$ cat src/rtl/demux1x8_reg.sv
// -----------------------------------------------------------------------------
// demux1x8_reg
//
// Registered 1-to-8 demultiplexer. A w-bit word is steered into one of eight
// held output lanes, selected either by the external sel input (auto=0) or by
// an internal round-robin pointer (auto=1). A fill mask records which lanes
// have been written since the last clear/reset; full flags when all eight are
// filled.
//
// Optional feature (compile-time macro DEMUX1X8_REG_PROTECT_EN):
//   When defined, a load to a lane that is already filled is dropped (lane,
//   mask and strobe unchanged) and err pulses high for one cycle. In auto mode
//   the pointer still advances past the protected lane. When undefined,
//   overwrites are always accepted and err is tied low.
//
// Ports:
//   clk     in   1   rising-edge clock
//   rst     in   1   synchronous active-high reset (overrides all inputs)
//   d       in   w   data word to distribute
//   sel     in   3   lane select, used when auto=0
//   load    in   1   write strobe; d is captured into the target lane
//   auto    in   1   1 = target is ptr, 0 = target is sel
//   clear   in   1   restart a frame: clears fill mask, ptr, full, strobe, err
//   y0..y7  out  w   held lane registers
//   strobe  out  8   one-hot, bit k high the cycle after lane k was written
//   ptr     out  3   current auto-mode pointer
//   full    out  1   all eight lanes written since last clear/reset
//   err     out  1   overwrite-protect violation pulse
//
// Priority on each edge: rst > clear > load.
// -----------------------------------------------------------------------------
module demux1x8_reg #(
  parameter int w = 1
) (
  input  logic         clk,
  input  logic         rst,
  input  logic [w-1:0] d,
  input  logic [2:0]   sel,
  input  logic         load,
  input  logic         auto,
  input  logic         clear,
  output logic [w-1:0] y0,
  output logic [w-1:0] y1,
  output logic [w-1:0] y2,
  output logic [w-1:0] y3,
  output logic [w-1:0] y4,
  output logic [w-1:0] y5,
  output logic [w-1:0] y6,
  output logic [w-1:0] y7,
  output logic [7:0]   strobe,
  output logic [2:0]   ptr,
  output logic         full,
  output logic         err
);

  // Lane storage as a packed 2-D array so the whole bank can be indexed by
  // the 3-bit target.
  logic [7:0][w-1:0] lanes;
  logic [7:0]        mask;

  // Combinational decode of the current edge's write.
  logic [2:0] target;
  logic       blocked;
  logic       write_en;
  logic [7:0] mask_next;

  // NOTE: every variable assigned in always_comb gets a default first, so no
  // path can leave it unassigned and infer a latch.
  always_comb begin
    target    = auto ? ptr : sel;
`ifdef DEMUX1X8_REG_PROTECT_EN
    // A lane already filled in this frame is write-protected.
    blocked   = load & mask[target];
`else
    blocked   = 1'b0;
`endif
    // clear wins over load: a simultaneous load has no effect at all.
    write_en  = load & ~clear & ~blocked;
    mask_next = mask;
    if (write_en) begin
      mask_next[target] = 1'b1;
    end
  end

  // NOTE: sequential state uses non-blocking assignments only, so every
  // register samples pre-edge values regardless of statement order.
  // The lane bank is reset along with the control state because the lane
  // outputs are required to read zero after reset; clear deliberately leaves
  // the lanes untouched.
  always_ff @(posedge clk) begin
    if (rst) begin
      lanes  <= '0;
      mask   <= '0;
      strobe <= '0;
      ptr    <= '0;
      full   <= 1'b0;
    end else if (clear) begin
      mask   <= '0;
      strobe <= '0;
      ptr    <= '0;
      full   <= 1'b0;
    end else begin
      if (write_en) begin
        lanes[target] <= d;
      end
      mask   <= mask_next;
      // full reflects the mask as it stands after this edge.
      full   <= &mask_next;
      strobe <= write_en ? (8'b1 << target) : 8'b0;
      // The pointer steps on every auto-mode load, including a protected
      // (dropped) one, so the round-robin order is never disturbed.
      if (load && auto) begin
        ptr <= ptr + 3'd1;
      end
    end
  end

`ifdef DEMUX1X8_REG_PROTECT_EN
  logic err_q;

  always_ff @(posedge clk) begin
    if (rst || clear) begin
      err_q <= 1'b0;
    end else begin
      err_q <= blocked;
    end
  end

  assign err = err_q;
`else
  assign err = 1'b0;
`endif

  assign y0 = lanes[0];
  assign y1 = lanes[1];
  assign y2 = lanes[2];
  assign y3 = lanes[3];
  assign y4 = lanes[4];
  assign y5 = lanes[5];
  assign y6 = lanes[6];
  assign y7 = lanes[7];

endmodule

$ cat config.mk
export PLATFORM = sky130hd
export DESIGN_NAME = demux1x8_reg
export DESIGN_NICKNAME = d
export VERILOG_FILES = /design/src/rtl/demux1x8_reg.sv
export SDC_FILE = /design/constraint.sdc
export NUM_CORES = 1
export LEC_CHECK = 0
export ABC_AREA = 1
export BUFFER_PORTS_ARGS = -buffer_cell sky130_fd_sc_hd__buf_2
export CELL_PAD_IN_SITES_DETAIL_PLACEMENT = 1
export CELL_PAD_IN_SITES_GLOBAL_PLACEMENT = 2
export CORE_ASPECT_RATIO = 1.25
export CORE_MARGIN = 2
export CORE_UTILIZATION = 29
export CTS_CLUSTER_DIAMETER = 30
export DETAILED_ROUTE_END_ITERATION = 10
export GPL_ROUTABILITY_DRIVEN = 0
export HOLD_SLACK_MARGIN = 0.1
export PLACE_DENSITY_LB_ADDON = 0.08
export SLEW_MARGIN = 15
export SYNTH_ARGS = -nofsm -noshare
export SYNTH_HDL_FRONTEND = slang
export SYNTH_SLANG_ARGS = --single-unit
$ cat constraint.sdc
create_clock -name clk -period 1.53 [get_ports clk]
set_input_delay 0.306 -clock clk [delete_from_list [all_inputs] [get_ports clk]]
set_output_delay 0.306 -clock clk [all_outputs]
set_load 0.02 [all_outputs]
==> flow_summary.toml, run 1 <==
[pwr]
vdd_drop_max_mv = 0.266
power.leakage_nw = 0.688
p_per_area_nw_per_um2 = 921

[finish]
n_fill_cell = 525
drive_gt1_share_pct = 29.5
diodes = 0
final_nets = 201
area_growth_pct = 22.7

[yosys]
ys_seq_area_share_pct = 46.3
yosys.area.top_type = "dfxtp_1"
synthTopCellsByArea = "dfxtp_1, nand2_1, a21oi_1"
synth_top_area_share_pct = 46.3
synth.distinct_cells = 24
yosys_warnings = 0
ys_seq_elements = 28
syn_nets = 167
synth_cells = 157
syn_area_sq_um = 1210
avgSynthCellArea_sq_um = 7.71

[floorplan]
die_x_um = 61.8
initial_core_util_pct = 29.8
ios = 30
row_count = 26
fp.dieH_um = 76.3
die_area_sq_um = 4710
core_area_sq_um = 4070

[critical_path]
startpoint_type = "flip-flop"
cpPeakStageDelay_ps = 390
crit_top_cell = "nand2_1"
cp_slowest_cell = "dfxtp_1"
critical_path_class = "flip-flop to flip-flop"
critPathTopFamily = "simple AND/OR/NAND/NOR gates"
end_kind = "flip-flop"
critPathMaxFanout = 5
worstPathRequired_ps = 1750
path_cells = "inv_1 -> nand2_1 -> nand2_4 -> nor2_4 -> nand2_1 -> nand2_1 -> nand2_1 -> nor2_1 -> nand2_1 -> nor2_2"
critPathBufInv = 1
arrival_ps = 1560

[timing]
rsz0062_at_grt = "false"
max_freq_mhz = 745
hold_viol = 0
skew_ps = 1.53
drv_slew = 0
setup_viol = 0
fin_setup_tns_ps = 0
fin_crit_sh_pct = 87.7
period_needed_ps = 1340
fin_worst_hold_slack_ps = 370

[clock_tree]
numClockSinks = 28
cts_buffers = 3
cts_root_buffer = "clkbuf_8"
htree_levels = 1
cts_resized = 0
clock_latency_ps = 270
clockBufferDepth = 2
clk_pin_slew_ps = 100
tritoncts = "built"
postCtsSetupBuffers = 0
cts_hold_buf = 0

[global_routing]
grt_pass1_wl_mm = 5.15
gr-total-overflow = 0
track_usage_pct = 14.5
antenna_found_initial = 0
grt_max_degree = 16
grt_pass1_vias = 1144

[route]
avgViaCountPerCell = 4.33
drc = 0
avgRoutedWirePerCell_um = 12.2
drt-total-wl_mm = 3.00
dr_total_vias = 1064
drtIter0Drc = 16
ant_nets = 0
dr.pass1.iters = 3

[flow_run]
drv_cap = 0

[run_status]
status = "finished clean"

[placement]
port_buffers = 28
place_hpwl_mm = 2.50

[hold_path]
hp-class = "input port to flip-flop"
power by group:
part,switching (W),total [W],internal (W)
registers,0.00000507,0.000743,0.000738
clock network,0.000231,0.000461,0.000230
logic,0.000112,0.000164,0.0000519
synth_stat cells (all sizes together):
| cell | count |
|---|---|
| nand2 | 48 |
| ha | 1 |
| a211oi | 1 |
| nor3 | 3 |
| conb | 1 |
| dfxtp | 28 |
| a21oi | 14 |
| nor3b | 1 |
| buf | 3 |
| o21ai | 3 |
| clkbuf | 1 |
| inv | 20 |
| nand3 | 8 |
| o21bai | 1 |
| nor2 | 24 |
cell families (layout without fill, tap and decap cells):
family	after synthesis	count (layout)	synth area share, %
AOI/OAI and AO/OA	19	19	8.26
adders and majority gates	1	1	1.03
buffers and inverters	24	57	8.88
DFF	28	28	46.3
other	1	1	0.310
and+or+nand+nor	84	84	35.2
worst register-to-register path, cell delays in order, from the launching register on:
cell	delay, ps
dfxtp_1	390
inv_1	90
nand2_1	110
nand2_4	100
nor2_4	130
nand2_1	100
nand2_1	90
nand2_1	60
nor2_1	100
nand2_1	70
nor2_2	70
through the flow:
step	cell area [sq um]	instances	setup slack, ps	total power (W)	util [%]
final	1490	246	188	0.00137	36.6
after global routing	1490	246	19.8	0.00145	36.6
after CTS	1490	246	154	0.00140	36.6
after detailed placement	1430	242	6.04	0.000928	35.2
after global placement	1430	242	26.0	0.000925	35.2
after floorplan	1210	157	250	0.000876	-
placed cells by master (no fill, tap or decap):
master | Yosys | final
a211oi_1 | 1 | 1
a21oi_1 | 14 | 14
buf_2 | 1 | 28
buf_4 | 1 | 5
clkbuf_8 | 0 | 4
conb_1 | 1 | 1
dfxtp_1 | 28 | 28
ha_1 | 1 | 1
inv_1 | 17 | 17
inv_2 | 2 | 2
inv_6 | 1 | 1
nand2_1 | 40 | 40
nand2_2 | 4 | 4
nand2_4 | 4 | 4
nand3_1 | 8 | 8
nor2_1 | 16 | 16
nor2_2 | 3 | 3
nor2_4 | 4 | 4
nor2_8 | 1 | 1
nor3_1 | 3 | 3
nor3b_1 | 1 | 1
o21ai_0 | 3 | 3
o21bai_1 | 1 | 1
layer usage:
layer / vias to the layer above / share of wire, % / track usage [%]
li1: 547 / - / -
met1: 496 / 41 / 16.1
met2: 19 / 54 / 26.0
met3: 2 / 3.4 / 2.55
met4: 0 / 0.83 / 5.11
met5: - / 0 / 0
registers in the layout, summed over array words and instances, names as in the netlist:
signal / cells
y5: 1
y3: 1
y6: 1
ptr: 3
y7: 1
y1: 1
mask: 8
full: 1
y2: 1
y0: 1
y4: 1
strobe: 8
worst paths after layout:
path | slack, ps | endpoint | cells after the start | start
min | 370 | y6 | 3 | rst
min reg2reg | 460 | mask[6] | 2 | mask[6]
max | 190 | full | 10 | ptr[1]
max reg2reg | 190 | full | 10 | ptr[1]
area by class of cell:
type	instances	area (sq um)	area share [%]
timing repair buffer	33	178	12.0
tap	56	70.1	4.71
multi-input combinational	105	543	36.5
sequential	28	561	37.7
inverter	20	80.1	5.39
clock buffer	4	55.1	3.70
No activity file was read; power rests on OpenSTA's default activity.
==> run 2: changes to the inputs <==
--- a/config.mk
+++ b/config.mk
@@ -12,8 +12,7 @@
 export CORE_ASPECT_RATIO = 1.25
 export CORE_MARGIN = 2
-export CORE_UTILIZATION = 29
+export CORE_UTILIZATION = 31
 export CTS_CLUSTER_DIAMETER = 30
 export DETAILED_ROUTE_END_ITERATION = 10
-export GPL_ROUTABILITY_DRIVEN = 0
 export HOLD_SLACK_MARGIN = 0.1
 export PLACE_DENSITY_LB_ADDON = 0.08
==> constraint.sdc (replaced) <==
create_clock -name clk -period 1.7 [get_ports clk]
set_input_delay 0.085 -clock clk [delete_from_list [all_inputs] [get_ports clk]]
set_output_delay 0.085 -clock clk [all_outputs]
set_load 0.02 [all_outputs]
==> run 2 against run 1 <==
Against the previous run: sequential power decreased by 10%; clock-buffer cell count unchanged; non-clock buffer count decreased by 4; clock power decreased by 11%; largest power group unchanged; highest routed layer unchanged.
==> flow_summary.toml, run 2 (synthesis gave the netlist of run 1 again) <==
[timing]
skew_ps = 3.35
hold_viol = 0
fin_crit_sh_pct = 83.1
worst_slack_ps = 287
fin_setup_tns_ps = 0
max_freq_mhz = 708
period_needed_ps = 1410
drv_slew = 0
rsz0062_at_grt = "false"
setup_viol = 0

[pwr]
pwr-share-seq_pct = 54.9
switching_power_w = 0.000304
clockPowerShare_pct = 33.6
p_sw_share_pct = 24.9
combPwrFrac_pct = 11.5
p_int_w = 0.000914
vdd_drop_max_mv = 0.288
power.leakage_nw = 0.668
p_per_area_nw_per_um2 = 846

[clock_tree]
cts_resized = 0
postCtsSetupBuffers = 0
clock_latency_ps = 270
cts_buffers = 3
clk_pin_slew_ps = 90
cts_hold_buf = 1
htree_levels = 1
clockBufferDepth = 2
numClockSinks = 28
cts_root_buffer = "clkbuf_8"
tritoncts = "built"

[hold_path]
min_path_cells = 3
hold_path_end = "y4"
hp-start = "d"
hp-class = "input port to flip-flop"

[route]
ant_nets = 0
avgRoutedWirePerCell_um = 12.1
drtIter0Drc = 24
drc = 0
dr_total_vias = 1037
dr.pass1.iters = 4
avgViaCountPerCell = 4.59
drt-total-wl_mm = 2.74

[global_routing]
grtUsageMet1_pct = 15.7
track_usage_pct = 14.0
grt_use_met3_pct = 2.11
met2_usage_pct = 26.0
grt_pass1_vias = 1044
gr-total-overflow = 0
antenna_found_initial = 0
grt_pass1_wl_mm = 4.69
grt_max_degree = 16
grt.busiest_layer = "met2"

[floorplan]
die_area_sq_um = 4430
ios = 30
die_x_um = 59.9
row_count = 25
initial_core_util_pct = 32.3
fp.dieH_um = 73.9
core_area_sq_um = 3750

[finish]
largestRegisters = "mask: 8 flops, strobe: 8 flops, ptr: 3 flops"
diodes = 0
drive_gt1_share_pct = 27.4
n_fill_cell = 483
mostFrequentLayoutCells = "nand2_1, dfxtp_1, buf_2"
postLayoutCellArea_sq_um = 1440
final_common_cell = "nand2_1"
instances_no_fill = 226
area_growth_pct = 18.8
final_nets = 197

[critical_path]
arrival_ps = 1620
end_kind = "flip-flop"
reg2reg_depth = 10
r2r-start = "ptr[0]"
reg2reg_slack_ps = 350
rr_endpoint = "full"
startpoint_type = "input port"
critical_path_class = "input port to flip-flop"
critPathMaxFanout = 11
worstPathRequired_ps = 1910

[placement]
placed_cell_area_sq_um = 1370
dp_cells = 221
place_hpwl_mm = 2.25
gp_congestion = 0.723
port_buffers = 28
post-place-ws_ps = 333

[run_status]
status = "finished clean"

[flow_run]
drv_cap = 0
-- run 2: changes by cell type in the layout (fill, tap and decap cells not counted), sizes merged --
| cell | previous run | this run |
|---|---|---|
| buf | 33 | 28 |
| dlygate4sd3 | 0 | 1 |
-- run 2: worst max path at each step --
stage	startpoint	end	slack [ps]
finish	rst	ptr[0]	290
global route	rst	ptr[1]	130
CTS	rst	ptr[0]	250
detailed placement	ptr[0]	full	330
global placement	ptr[0]	full	350
floorplan	ptr[0]	full	420
-- run 2: through the flow --
| step | util [%] | hold WS (ps) | power (W) |
|---|---|---|---|
| after floorplan | - | 154 | 0.000788 |
| after global placement | 36.6 | 369 | 0.000823 |
| after detailed placement | 36.6 | 374 | 0.000825 |
| after CTS | 38.3 | 150 | 0.00124 |
| after global routing | 38.3 | 173 | 0.00128 |
| final | 38.3 | 159 | 0.00122 |
-- run 2: cell type report --
| type | count | area (sq um) | area share [%] |
|---|---|---|---|
| clock buffer | 4 | 55.1 | 3.83 |
| inverter | 20 | 80.1 | 5.57 |
| multi-input combinational | 105 | 543 | 37.7 |
| sequential | 28 | 561 | 39.0 |
| tap | 40 | 50.0 | 3.48 |
| timing repair buffer | 29 | 150 | 10.4 |
-- run 2: power by group through the flow --
stage / combinational [W] / clock, W / sequential (W)
after floorplan: 0.0000959 / 0 / 0.000692
after CTS: 0.000143 / 0.000432 / 0.000669
after global placement: 0.000139 / 0 / 0.000684
final: 0.000140 / 0.000409 / 0.000669
after detailed placement: 0.000141 / 0 / 0.000684
after global routing: 0.000156 / 0.000456 / 0.000670
-- run 2: worst max-delay path, cell delays in order --
cell	delay, ps
dlygate4sd3_1	530
buf_2	170
inv_1	160
nand2_1	300
o21bai_1	270
a21oi_1	100
-- run 2: per-layer routing --
metal  vias to the layer above  wire length, um
met5                         -                0
met4                         0               24
met3                         2               70
met2                        17             1450
met1                       483             1200
li1                        535                -
==> run 3: changes to the inputs <==
Settings changed: CORE_UTILIZATION 31 to 26.
Clock period 1.7 ns to 1.2 ns, I/O delays scaled along.
==> run 3 against run 2 <==
Against the previous run: the flow now finishes with violations (setup timing); hold slack lost 39 ps; wire length is 18% higher; clock skew down 1.4 ps; largest power group unchanged.
==> flow_summary.toml, run 3 (synthesis gave the netlist of run 1 again) <==
[timing]
skew_ps = 1.97
period_needed_ps = 1210
max_freq_mhz = 828
setup_viol = 1
hold_viol = 0
worst_slack_ps = -8.12
drv_slew = 0
fin_worst_hold_slack_ps = 119
fin_crit_sh_pct = 101
rsz0062_at_grt = "true"

[finish]
n_fill_cell = 574
final_nets = 224
mostFrequentLayoutCells = "nand2_1, buf_2, dfxtp_1, buf_4, inv_1"
instances_no_fill = 271
largestRegisters = "mask: 8 flops, strobe: 8 flops, ptr: 3 flops"
drive_gt1_share_pct = 44.1
regArea_sq_um = 564
post-route-util_pct = 39.0
diodes = 0
multiInputGateArea_sq_um = 581
final_common_cell = "nand2_1"
area_growth_pct = 43.5

[hold_path]
hp-start = "d"
hp-class = "input port to flip-flop"
min_path_cells = 3

[run_status]
violations = "setup timing"
status = "complete, but fails checks"

[route]
avgRoutedWirePerCell_um = 11.9
drtIter0Drc = 29
dr.pass1.iters = 4
dr_total_vias = 1155
ant_nets = 0
drt-total-wl_mm = 3.22
drc = 0
avgViaCountPerCell = 4.26

[floorplan]
initial_core_util_pct = 27.2
row_count = 27
ios = 30
fp.dieH_um = 80.3
die_area_sq_um = 5220
die_x_um = 65.0
core_area_sq_um = 4460

[clock_tree]
clk_pin_slew_ps = 90
clockBufferDepth = 2
clock_latency_ps = 280
cts_root_buffer = "clkbuf_8"
htree_levels = 1
tritoncts = "built"
cts_buffers = 3
numClockSinks = 28

[critical_path]
reg2reg_depth = 8
startpoint_type = "flip-flop"
worstPathRequired_ps = 1430
arrival_ps = 1430
startpoint = "ptr[0]"
critPathMaxFanout = 5
end_kind = "flip-flop"
critical_path_class = "flip-flop to flip-flop"
r2r-start = "ptr[0]"

[pwr]
power.leakage_nw = 0.817
p_per_area_nw_per_um2 = 1140
vdd_drop_max_mv = 0.662

[placement]
port_buffers = 28
place_hpwl_mm = 2.60
dp_cells = 261
gp_congestion = 0.733

[flow_run]
drv_cap = 0

[global_routing]
grt_pass1_wl_mm = 5.31
grt_pass1_vias = 1183
gr-total-overflow = 0
grt_max_degree = 17
antenna_found_initial = 0
track_usage_pct = 13.3
[run 3: layer usage]
metal  up-vias  global-route usage [%]  wire (um)
li1        594                       -          -
met1       534                    14.8       1400
met2        22                    25.6       1670
met3         5                    1.68         92
met4         0                    5.00         56
met5         -                       0          0
[run 3: worst max-delay path, stage by stage, from the launching register on]
cell     delay (ps)
dfxtp_2         340
nand2_1         100
nand2_4          90
nor2_8          160
buf_12          120
nand2_2          60
a21oi_2         130
nand2_2          70
nor2_2           80
[run 3: power breakdown]
group          switching [W]  leakage (nW)  internal, W
Clock               0.000302        0.0357     0.000447
Combinational       0.000161         0.554     0.000118
Sequential        0.00000616         0.228     0.000942
Total               0.000469         0.817      0.00151
[run 3: cell type report]
| cell class | count | share of cell area, % |
|---|---|---|
| clock inverters | 1 | 1.73 |
| clock buffers | 3 | 2.38 |
| repair buffers | 56 | 21.2 |
| flip-flops and latches | 28 | 32.5 |
| well taps | 58 | 4.18 |
| inverters | 20 | 4.61 |
| multi-input cells | 105 | 33.4 |
[run 3: final timing paths]
check / to / slack, ps
max: full / -8
min: y4 / 120
max reg2reg: full / -8
min reg2reg: mask[7] / 460
[run 3: timing repair]
action,4_1_cts,5_1_grt
buffers inserted,3,2
setup endpoints to repair,1,10
pin swaps,8,9
hold buffers,1,0
gates resized for setup,10,5
hold endpoints to repair,3,0
[run 3: metrics by stage]
step / TNS (ps) / total power, W / worst slack (ps) / cell area (sq um)
floorplan: 0 / 0.00112 / 20.8 / 1210
global placement: -29.4 / 0.00121 / -29.4 / 1570
detailed placement: -36.1 / 0.00122 / -36.1 / 1570
CTS: 0 / 0.00200 / 0.909 / 1700
global route: -153 / 0.00207 / -107 / 1740
finish: -8.12 / 0.00198 / -8.12 / 1740
